**config.mk**
```make
export PLATFORM = sky130hd
export DESIGN_NAME = pwm_cfg_sequencer
export DESIGN_NICKNAME = d
export VERILOG_FILES = /design/src/rtl/pwm_cfg_sequencer.sv
export SDC_FILE = /design/constraint.sdc
export NUM_CORES = 1
export LEC_CHECK = 0
export ABC_AREA = 0
export BUFFER_PORTS_ARGS = -buffer_cell sky130_fd_sc_hd__buf_2
export CORE_UTILIZATION = 40
export DETAILED_ROUTE_END_ITERATION = 12
export HOLD_SLACK_MARGIN = 0.06
export PLACE_DENSITY_LB_ADDON = 0.3
export REMOVE_ABC_BUFFERS = 1
export SYNTH_ARGS = -nofsm -noshare
export SYNTH_HDL_FRONTEND = slang
export SYNTH_SLANG_ARGS = --single-unit
```
**constraint.sdc**
```tcl
create_clock -name i_clk -period 2.9 [get_ports i_clk]
set_clock_uncertainty 0.15 [all_clocks]
set_input_delay 0.145 -clock i_clk [delete_from_list [all_inputs] [get_ports i_clk]]
set_output_delay 0.145 -clock i_clk [all_outputs]
set_load 0.1 [all_outputs]
```
**src/rtl/pwm_cfg_sequencer.sv**
```systemverilog
// Wishbone B4 classic master that programs one pwm_timer channel per command:
// write PERIODn, write DCn, write CTRL, then read CTRL back and compare under a mask.
module pwm_cfg_sequencer #(
    parameter logic [15:0] BASE     = 16'h0000,
    parameter int          TIMEOUT  = 16,
    parameter logic [7:0]  CMP_MASK = 8'h5F
) (
    input  logic        i_clk,
    input  logic        i_rst,
    input  logic        i_cmd_valid,
    output logic        o_cmd_ready,
    input  logic [1:0]  i_cmd_ch,
    input  logic [15:0] i_cmd_period,
    input  logic [15:0] i_cmd_dc,
    input  logic [7:0]  i_cmd_ctrl,
    output logic        o_busy,
    output logic        o_done,
    output logic        o_err,
    output logic [1:0]  o_err_code,
    output logic        o_wb_cyc,
    output logic        o_wb_stb,
    output logic        o_wb_we,
    output logic [15:0] o_wb_adr,
    output logic [15:0] o_wb_data,
    input  logic        i_wb_ack,
    input  logic [15:0] i_wb_data,
    output logic [3:0]  o_dbg_state
);

    typedef enum logic [3:0] {
        S_IDLE, S_PER, S_G1, S_DC, S_G2, S_CTL, S_G3, S_RB, S_FIN
    } state_t;

    localparam logic [15:0] TO_LIMIT = 16'(TIMEOUT);

    state_t      state_q, state_d;
    logic [1:0]  ch_q, ch_d;
    logic [15:0] dc_q, dc_d;
    logic [7:0]  ctrl_q, ctrl_d;
    logic        cyc_q, cyc_d;
    logic        we_q, we_d;
    logic [15:0] adr_q, adr_d;
    logic [15:0] data_q, data_d;
    logic [15:0] cnt_q, cnt_d;
    logic        busy_q, busy_d;
    logic        ready_q, ready_d;
    logic        done_q, done_d;
    logic        err_q, err_d;
    logic [1:0]  code_q, code_d;

    logic [15:0] per_adr_new;
    logic [15:0] dc_adr;
    logic        rb_match;
    logic        unused_rd_hi;

    // Channel stride is 4 bytes; the sums wrap naturally at 16 bits.
    assign per_adr_new  = BASE + 16'd4 + {12'd0, i_cmd_ch, 2'b00};
    assign dc_adr       = BASE + 16'd6 + {12'd0, ch_q, 2'b00};
    assign rb_match     = ((i_wb_data[7:0] & CMP_MASK) == (ctrl_q & CMP_MASK));
    assign unused_rd_hi = ^i_wb_data[15:8];

    // ready_q low while in IDLE marks the single done/err pulse cycle,
    // after which ready/busy settle to their idle values.
    always_comb begin
        state_d = state_q;
        ch_d    = ch_q;
        dc_d    = dc_q;
        ctrl_d  = ctrl_q;
        cyc_d   = cyc_q;
        we_d    = we_q;
        adr_d   = adr_q;
        data_d  = data_q;
        cnt_d   = cnt_q;
        busy_d  = busy_q;
        ready_d = ready_q;
        done_d  = 1'b0;
        err_d   = 1'b0;
        code_d  = code_q;
        case (state_q)
            S_IDLE: begin
                if (!ready_q) begin
                    busy_d  = 1'b0;
                    ready_d = 1'b1;
                end else if (i_cmd_valid) begin
                    ch_d    = i_cmd_ch;
                    dc_d    = i_cmd_dc;
                    ctrl_d  = i_cmd_ctrl;
                    cyc_d   = 1'b1;
                    we_d    = 1'b1;
                    adr_d   = per_adr_new;
                    data_d  = i_cmd_period;
                    cnt_d   = 16'd0;
                    busy_d  = 1'b1;
                    ready_d = 1'b0;
                    code_d  = 2'd0;
                    state_d = S_PER;
                end
            end
            S_PER, S_DC, S_CTL, S_RB: begin
                // Ack wins over a timeout that expires on the same edge.
                if (i_wb_ack) begin
                    cyc_d = 1'b0;
                    we_d  = 1'b0;
                    case (state_q)
                        S_PER:   state_d = S_G1;
                        S_DC:    state_d = S_G2;
                        S_CTL:   state_d = S_G3;
                        default: begin
                            if (rb_match) begin
                                state_d = S_FIN;
                            end else begin
                                state_d = S_IDLE;
                                err_d   = 1'b1;
                                code_d  = 2'd2;
                            end
                        end
                    endcase
                end else if (cnt_q + 16'd1 == TO_LIMIT) begin
                    cyc_d   = 1'b0;
                    we_d    = 1'b0;
                    err_d   = 1'b1;
                    code_d  = 2'd1;
                    state_d = S_IDLE;
                end else begin
                    cnt_d = cnt_q + 16'd1;
                end
            end
            S_G1: begin
                cyc_d   = 1'b1;
                we_d    = 1'b1;
                adr_d   = dc_adr;
                data_d  = dc_q;
                cnt_d   = 16'd0;
                state_d = S_DC;
            end
            S_G2: begin
                cyc_d   = 1'b1;
                we_d    = 1'b1;
                adr_d   = BASE;
                data_d  = {8'h00, ctrl_q};
                cnt_d   = 16'd0;
                state_d = S_CTL;
            end
            S_G3: begin
                cyc_d   = 1'b1;
                we_d    = 1'b0;
                adr_d   = BASE;
                cnt_d   = 16'd0;
                state_d = S_RB;
            end
            S_FIN: begin
                done_d  = 1'b1;
                state_d = S_IDLE;
            end
            default: state_d = S_IDLE;
        endcase
    end

    always_ff @(posedge i_clk or posedge i_rst) begin
        if (i_rst) begin
            state_q <= S_IDLE;
            ch_q    <= 2'd0;
            dc_q    <= 16'd0;
            ctrl_q  <= 8'd0;
            cyc_q   <= 1'b0;
            we_q    <= 1'b0;
            adr_q   <= 16'd0;
            data_q  <= 16'd0;
            cnt_q   <= 16'd0;
            busy_q  <= 1'b0;
            ready_q <= 1'b1;
            done_q  <= 1'b0;
            err_q   <= 1'b0;
            code_q  <= 2'd0;
        end else begin
            state_q <= state_d;
            ch_q    <= ch_d;
            dc_q    <= dc_d;
            ctrl_q  <= ctrl_d;
            cyc_q   <= cyc_d;
            we_q    <= we_d;
            adr_q   <= adr_d;
            data_q  <= data_d;
            cnt_q   <= cnt_d;
            busy_q  <= busy_d;
            ready_q <= ready_d;
            done_q  <= done_d;
            err_q   <= err_d;
            code_q  <= code_d;
        end
    end

    assign o_cmd_ready = ready_q;
    assign o_busy      = busy_q;
    assign o_done      = done_q;
    assign o_err       = err_q;
    assign o_err_code  = code_q;
    assign o_wb_cyc    = cyc_q;
    assign o_wb_stb    = cyc_q;
    assign o_wb_we     = we_q;
    assign o_wb_adr    = adr_q;
    assign o_wb_data   = data_q;
    assign o_dbg_state = state_q;

endmodule

```
==> results of run 1 <==
-- layout by cell type, fill, tap and decap left out, drive strengths merged, types with 3 or more instances in the layout --
cell         Yosys  routed
a211o           10      10
xor2             8       8
nor4             4       4
conb             1      12
nor4b            3       3
xnor2            6       6
nor3b            3       3
and3            10      10
clkbuf          11      10
dfrtp           73      73
nand3           11      11
or3              3       3
nor3            10      10
dlygate4sd3      0      47
o21ai           17      17
a31oi            7       7
o2bb2ai          4       4
nand2b           4       4
nand2          107     107
mux2i            9       9
inv              7       7
nand4            9       9
a21oi            9       9
buf             30      95
clkinv           0       4
a22oi            8       8
nor2            16      16
-- logic make-up (layout without fill, tap and decap cells) --
| kind of cell | count (synthesis) | after routing | share of synthesized area (%) |
|---|---|---|---|
| DFF | 74 | 74 | 48.9 |
| other | 1 | 12 | 0.0989 |
| AOI/OAI and AO/OA | 68 | 68 | 12.8 |
| muxes | 11 | 11 | 2.97 |
| and+or+nand+nor | 189 | 189 | 24.5 |
| adders and majority gates | 2 | 2 | 0.660 |
| xor gates and xnor gates | 14 | 14 | 3.23 |
| buffers and inverters | 48 | 164 | 6.83 |
-- layer usage --
| layer | up-vias | track usage [%] | wire, microns | share of wire, % |
|---|---|---|---|---|
| li1 | 1622 | - | - | - |
| met1 | 1574 | 25.2 | 3990 | 44 |
| met2 | 101 | 32.5 | 4430 | 49 |
| met3 | 16 | 5.13 | 471 | 5.2 |
| met4 | 0 | 6.90 | 179 | 2.0 |
| met5 | - | 0 | 0 | 0 |
-- cell type report --
class | count | area, sq um
Clock buffer | 10 | 138
Sequential cell | 74 | 1850
Clock inverter | 5 | 31.3
Tap cell | 111 | 139
Inverter | 7 | 26.3
Timing Repair Buffer | 142 | 986
Multi-Input combinational cell | 296 | 1730
Fill cell | 848 | 4290
-- power breakdown --
| group | internal [mW] | total [mW] | switching [mW] | leakage, nW |
|---|---|---|---|---|
| sequential | 1.40 | 1.69 | 0.288 | 0.946 |
| clock | 0.326 | 0.714 | 0.388 | 0.0879 |
| combinational | 0.628 | 2.82 | 2.19 | 1.47 |
-- sequential cells by signal (all words and copies together), names as in the netlist --
| name | flops |
|---|---|
| ctrl_q | 8 |
| o_err_code | 2 |
| o_err | 1 |
| o_busy | 1 |
| o_cmd_ready | 1 |
| o_wb_adr | 4 |
| o_wb_we | 1 |
| ch_q | 2 |
| cnt_q | 16 |
| o_wb_data | 16 |
| dc_q | 16 |
| o_done | 1 |
| o_wb_cyc | 1 |
| o_dbg_state | 4 |
-- worst reg2reg max path: cells and delay by family (launching register included) --
kind,cells,cell delay [ps]
AO/OA/AOI/OAI,2,510
XOR/XNOR,1,190
adder cells (fa/ha/maj),1,300
buffers and inverters,1,180
flip-flops,1,460
AND/OR/NAND/NOR,4,700
-- repair_timing --
action / 4_1_cts / 5_1_grt
resized for setup: 0 / 0
hold endpoints to repair: 74 / 0
hold buffers: 47 / 0
buffers inserted: 0 / 0
-- worst max path at each step --
stage                    to  slack, ps
2_1_floorplan  o_wb_data[1]      -1230
3_3_place_gp       cnt_q[4]        380
3_5_place_dp       cnt_q[4]        280
4_1_cts            cnt_q[4]        270
5_1_grt        o_wb_data[6]        120
6_report           cnt_q[9]        290
-- per-stage QoR --
stage	setup slack (ps)	setup TNS [ps]
floorplan	-1230	-19860
global placement	379	0
detailed placement	283	0
CTS	272	0
global route	121	0
finish	295	0
==> metrics.md, run 1 <==
| Metric | Value |
|---|---|
| Critical Path Stages | `9` |
| Peak supply drop | `0.648 mV` |
| CTS buffer count | `9` |
| Die area | `9870 sq um` |
| Post-route cell area | `4910 sq um` |
| Fmax achieved | `384 MHz` |
| Worst Max-Slew Pin Slew | `669 ps` |
| Hold Crit Endpoint | `o_err_code[1]` |
| Post-layout min period | `2610 ps` |
| Leak | `2.50 nW` |
| Most area-hungry cell type in the Yosys netlist | `dfrtp_1` |
| Final Setup Violations | `0` |
| Effective utilization at floorplan | `41.2%` |
| Core Rows | `35` |
| Top cells by area in the synthesized netlist | `dfrtp_1 48%, nand2_1 11%, buf_4 3.0%` |
| Slew HR | `55.2%` |
| Ys async rst share | `100%` |
| Post-synthesis area per instance | `9.32 sq um` |
| Hold/Removal Path Class | `in2reg` |
| Clock Sinks | `74` |
| Critical path, cell by cell | `ha_1 -> nand3_2 -> nor4_2 -> xnor2_1 -> nand4_2 -> o31ai_4 -> buf_4 -> nor3_1 -> a211o_1` |
| Fin cells | `645` |
| Ys flop type | `dfrtp_1` |
| Final wirelength | `9.07 mm` |
| MaxCap Viol Count | `0` |
| Mapped cell area | `3790 sq um` |
| Hold path cells | `5` |
| Core ar. | `9200 sq um` |
| Gr usage total | `19.7%` |
| Synth top cells by count | `107 x nand2_1, 73 x dfrtp_1, 16 x o21ai_0` |
| Library cells used by synthesis | `56` |
| Die Y | `99.4 microns` |
| Post-Syn Instances | `407` |
| Fin Hold WS | `110 ps` |
| Top Family by Delay on Critical Path | `simple AND/OR/NAND/NOR gates` |
| Number of global-route vias before repair | `3,256` |
| CP Capture Type | `register` |
| Drt pass-1 iters | `4` |
| Sequential share of the synthesized area | `48.9%` |
| # diodes | `0` |
| FF-to-FF setup slack | `290 ps` |
| Ports | `107` |
| Vias | `3,313` |
| Max Fanout on Critical Path | `8` |
| Synth warn | `0` |
| Worst r2r src | `cnt_q[0]` |
| Die width | `99.4 microns` |
| Critical-path top delay cell | `dfrtp_1` |
| HP Start | `i_wb_data[3]` |
| Crit path required time | `2990 ps` |
| Layout cells sized above 1 | `24.3%` |
| Routed Antenna Nets | `0` |
| Clock slew at reported path FFs | `80 ps` |
| Final period utilization | `89.8%` |
| Synth top area share | `48.2%` |
| Area of placed instances | `4270 sq um` |
| CP startpoint | `cnt_q[0]` |
| Total grt overflow | `0` |
| Clock Path Buffers | `2` |
| WL per Instance | `14.1 microns` |
| Critical path type | `reg2reg` |
| Final Core Density | `53.3%` |
| RD Place Congestion | `0.807` |
| HPWL Detailed | `5.95 mm` |
| Cell Pwr Density | `1060 nW/um^2` |
| Drc violations | `0` |
| Dpl cells | `583` |
| Final count of hold timing violations | `0` |
| WP data arrival | `2700 ps` |
| Slew Viols, Final | `0` |
| Nets | `594` |
| R2r worst-path depth | `9` |
| Vias per cell | `5.14` |
| Initial antenna violation count | `0` |
| Capture point of the worst reg-to-reg path | `cnt_q[9]` |
| Largest net degree at the start of global routing | `49` |
| CTS tree | `yes` |
| Outcome | `finished clean` |
| Worst skew pair latency | `350 ps` |
| Root buffer cell | `clkbuf_8` |
| Max incr delay on CP | `460 ps` |
| Count of flip-flops with a built-in enable after synthesis | `0` |
| Top-count cell post-synth | `nand2_1` |
| First-pass GRT wire length | `15.4 mm` |
| Total power | `5.22 mW` |
| IO Port Bufs | `84` |
| Starting DRT DRC Count | `149` |
| Crit path buf inv count | `1` |
| H-tree depth | `3` |
| Synthesis-stage register bit count | `74` |
| Kind of start point of the critical path | `register` |
| RSZ-0062 raised after global routing | `false` |
| Synth-to-layout area growth | `29.4%` |
Power figures use the tool's default switching activity.
==> run 2: changes to the inputs <==
Settings changed: BUFFER_PORTS_ARGS -buffer_cell sky130_fd_sc_hd__buf_2 to unset, DONT_BUFFER_PORTS set to 1.
==> metrics.md, run 2 (synthesis results as in run 1) <==
| Metric | Value |
|---|---|
| Outcome | `finished clean` |
| Worst skew pair latency | `350 ps` |
| Vias | `3,091` |
| Post-cts sizing count | `0` |
| HPWL Detailed | `5.88 mm` |
| Post-layout min period | `2650 ps` |
| Post-CTS setup buffers | `0` |
| Slew HR | `39.0%` |
| H-tree depth | `3` |
| Kind of start point of the critical path | `register` |
| WP data arrival | `2730 ps` |
| Hold_buf cts | `48` |
| Hold/Removal Path Class | `in2reg` |
| RSZ-0062 raised after global routing | `false` |
| # diodes | `0` |
| Vias per cell | `5.28` |
| Commonest non-fill, non-tap cell in the layout | `nand2_1` |
| Final Setup Violations | `0` |
| Commonest non-fill, non-tap cells in the layout | `107 x nand2_1, 72 x dfrtp_1, 48 x dlygate4sd3_1, 32 x buf_4, 16 x o21ai_0` |
| CTS tree | `yes` |
| Die area | `9870 sq um` |
| Drc violations | `0` |
| Root buffer cell | `clkbuf_8` |
| Crit path required time | `2980 ps` |
| CP Capture Type | `register` |
| Total power | `5.38 mW` |
| MaxCap Viol Count | `0` |
| Leak | `2.29 nW` |
| Final count of hold timing violations | `0` |
| First-pass GRT wire length | `14.5 mm` |
| RD Place Congestion | `0.808` |
| Effective utilization at floorplan | `41.2%` |
| WL per Instance | `15.1 microns` |
| Core Rows | `35` |
| Core ar. | `9200 sq um` |
| Peak supply drop | `0.566 mV` |
| CTS buffer count | `9` |
| Die width | `99.4 microns` |
| Largest net degree at the start of global routing | `39` |
| Layout cells sized above 1 | `14.6%` |
| Fin Hold WS | `102 ps` |
| Clock Sinks | `74` |
| Fmax achieved | `377 MHz` |
| Max Fanout on Critical Path | `13` |
| Fin cells | `585` |
| Drt pass-1 iters | `4` |
| Clock slew at reported path FFs | `80 ps` |
| Final period utilization | `91.5%` |
| Number of global-route vias before repair | `3,089` |
| Ports | `107` |
| Routed Antenna Nets | `0` |
| Final Core Density | `51.2%` |
| Clock Path Buffers | `2` |
| Nets | `533` |
| Starting DRT DRC Count | `130` |
| Die Y | `99.4 microns` |
| Initial antenna violation count | `0` |
| Slew Viols, Final | `0` |
| Gr usage total | `18.7%` |
| Dpl cells | `521` |
| Synth-to-layout area growth | `24.2%` |
| Critical path type | `reg2reg` |
| Worst Max-Slew Pin Slew | `915 ps` |
| Final wirelength | `8.85 mm` |
| Total grt overflow | `0` |
| IO Port Bufs | `0` |
| Cell Pwr Density | `1140 nW/um^2` |
| Fillcell total | `870` |
## run 2: cell types whose count changed in the layout (fill, tap and decap cells not counted), sizes merged
cell | before | now
buf | 95 | 33
bufinv | 0 | 2
clkinv | 4 | 2
dlygate4sd3 | 47 | 48
inv | 7 | 8
## run 2: final cells by class
class	instances	area, sq um	area share (%)
repair buffers	81	741	15.7
clock inverters	6	90.1	1.91
inverters	7	26.3	0.558
well taps	111	139	2.95
clock buffers	10	128	2.71
flip-flops and latches	74	1850	39.4
multi-input cells	296	1730	36.8
## run 2: path summary, 6_finish.rpt
check | start | endpoint | slack [ps] | depth (start not counted)
worst min-delay path | i_cmd_ch[1] | o_wb_adr[3] | 100 | 4
worst max-delay path | cnt_q[0] | cnt_q[9] | 250 | 9
worst min register to register | ctrl_q[7] | ctrl_q[7] | 330 | 2
worst max register to register | cnt_q[0] | cnt_q[9] | 250 | 9
max in group asynchronous | i_rst | o_cmd_ready | 1580 | 3
min in group asynchronous | i_rst | cnt_q[6] | 180 | 2
## run 2: layer usage
| layer | GRT usage [%] | part of all wire, % | vias up |
|---|---|---|---|
| li1 | - | - | 1501 |
| met5 | 0 | 0 | - |
| met1 | 24.3 | 44 | 1479 |
| met4 | 6.56 | 1.9 | 0 |
| met2 | 30.8 | 50 | 96 |
| met3 | 4.15 | 4.8 | 15 |
## run 2: critical path: stages, from the launching register on
cell	delay, ps
dfrtp_1	470
ha_1	310
nand3_2	140
nor4_2	320
xnor2_1	190
nand4_2	170
o31ai_4	210
buf_4	240
nor3_1	60
a211o_1	270
## run 2: metrics by stage
stage               setup slack (ps)  TNS [ps]  cell area [sq um]
floorplan                      -1230    -19860               3600
global placement                 357         0               4010
detailed placement               274         0               4010
CTS                              240         0               4710
global route                    41.5         0               4710
finish                           247         0               4710
## run 2: where the power goes
| part | switching, mW | internal, mW |
|---|---|---|
| combinational | 1.86 | 0.639 |
| sequential | 0.609 | 1.39 |
| clock | 0.398 | 0.488 |
==> run 3: changes to the inputs <==
Settings changed: CORE_UTILIZATION 40 to 25, SETUP_SLACK_MARGIN set to 0.02.
==> metrics.md, run 3 (synthesis results as in run 1) <==
| Metric | Value |
|---|---|
| Slew HR | `39.5%` |
| Worst Max-Slew Pin Slew | `907 ps` |
| IO Port Bufs | `0` |
| Die Y | `125 microns` |
| Peak supply drop | `0.445 mV` |
| Effective utilization at floorplan | `25.9%` |
| Starting DRT DRC Count | `188` |
| Worst skew pair latency | `330 ps` |
| CP Capture Type | `register` |
| Fin Hold WS | `78.1 ps` |
| # diodes | `0` |
| First-pass GRT wire length | `16.6 mm` |
| Slew Viols, Final | `0` |
| WL per Instance | `15.4 microns` |
| Layout cells sized above 1 | `14.6%` |
| Internal | `2.72 mW` |
| Clock Path Buffers | `2` |
| Post-CTS setup buffers | `0` |
| Final period utilization | `89.2%` |
| Final Core Density | `33.3%` |
| HPWL Detailed | `7.01 mm` |
| Cell Pwr Density | `1160 nW/um^2` |
| Dpl cells | `595` |
| Clock slew at reported path FFs | `60 ps` |
| Crit path required time | `2960 ps` |
| Root buffer cell | `clkbuf_16` |
| Die area | `15,700 sq um` |
| Outcome | `finished clean` |
| Final Setup Violations | `0` |
| Comb pwr share | `45.1%` |
| Clock Sinks | `74` |
| Nets | `533` |
| Post-layout min period | `2590 ps` |
| Number of global-route vias before repair | `3,200` |
| Fmax achieved | `387 MHz` |
| Fin cells | `657` |
| Total grt overflow | `0` |
| RSZ-0062 raised after global routing | `false` |
| MaxCap Viol Count | `0` |
| Kind of start point of the critical path | `register` |
| Drt pass-1 iters | `8` |
| Max Fanout on Critical Path | `13` |
| Flop pwr share | `35.7%` |
| Clock Power Share | `19.2%` |
| Critical path type | `reg2reg` |
| Largest net degree at the start of global routing | `39` |
| Final count of hold timing violations | `0` |
| Vias per cell | `4.69` |
| WP data arrival | `2640 ps` |
| Initial antenna violation count | `0` |
| Total power | `5.65 mW` |
| Core ar. | `14,600 sq um` |
| Switching Share | `51.8%` |
| Routed Antenna Nets | `0` |
| Die width | `125 microns` |
| RD Place Congestion | `0.742` |
| Final wirelength | `10.1 mm` |
| CTS tree | `yes` |
| CTS buffer count | `9` |
| Commonest non-fill, non-tap cell in the layout | `nand2_1` |
| Vias | `3,080` |
| Area of the multi-input gates | `1740 sq um` |
| Fillcell total | `1,511` |
| Leak | `2.32 nW` |
| Commonest non-fill, non-tap cells in the layout | `107 x nand2_1, 72 x dfrtp_1, 47 x dlygate4sd3_1, 33 x buf_4, 16 x o21ai_0` |
| H-tree depth | `3` |
| Synth-to-layout area growth | `28.5%` |
| Drc violations | `0` |
| Gr usage total | `13.8%` |
| Ports | `107` |
| Core Rows | `44` |
| Hold/Removal Path Class | `in2reg` |
| Sw Pwr | `2.92 mW` |
| Storage cell area | `1850 sq um` |
run 3: critical path, cell delays in order (launching register included):
cell and delay, ps:
dfrtp_1 450, ha_2 280, nand3_2 120, nor4_2 310, xnor2_1 190, nand4_2 170
o31ai_4 210, buf_4 230, nor3_1 60, a211o_1 280
run 3: worst paths after layout:
kind                                   start  slack [ps]  cells past startpoint           to
min in group asynchronous              i_rst         150                      2  o_wb_adr[3]
worst max register to register      cnt_q[0]         310                      9     cnt_q[9]
max in group asynchronous              i_rst        1690                      3      dc_q[2]
worst min-delay path            i_wb_data[3]          80                      4        o_err
worst max-delay path                cnt_q[0]         310                      9     cnt_q[9]
worst min register to register       dc_q[2]         320                      2      dc_q[2]
run 3: per-stage QoR:
step	worst slack (ps)	setup TNS, ps	cell area [sq um]
global route	53.3	0	4870
floorplan	-1230	-19860	3600
global placement	329	0	4110
detailed placement	271	0	4110
CTS	250	0	4870
finish	314	0	4870
run 3: repair_timing:
| action | 4_1_cts | 5_1_grt |
|---|---|---|
| gates resized for setup | 0 | 1 |
| hold buffers | 47 | 0 |
| hold endpoints to repair | 76 | 0 |
| setup endpoints to repair | 0 | 2 |
run 3: layout make-up:
cell class / count / share of cell area [%]
Sequential cell: 74 / 38.1
Multi-Input combinational cell: 296 / 35.6
Timing Repair Buffer: 81 / 15.2
Clock buffer: 12 / 5.06
Tap cell: 184 / 4.73
Clock inverter: 3 / 0.822
Inverter: 7 / 0.565
run 3: layer usage:
layer	track usage, %	wire [microns]	share of wire, %
met2	22.8	4740	47
met3	3.29	404	4.0
met1	17.1	4810	48
met5	0	0	0
met4	5.81	155	1.5
run 3: power by group through the flow:
| stage | sequential (mW) | combinational, mW | clock [mW] |
|---|---|---|---|
| final | 2.02 | 2.55 | 1.08 |
| after global placement | 2.02 | 2.48 | 0 |
| after detailed placement | 2.04 | 2.52 | 0 |
| after floorplan | 2.99 | 0.883 | 0 |
| after global routing | 2.06 | 2.75 | 1.16 |
| after CTS | 2.02 | 2.58 | 1.12 |
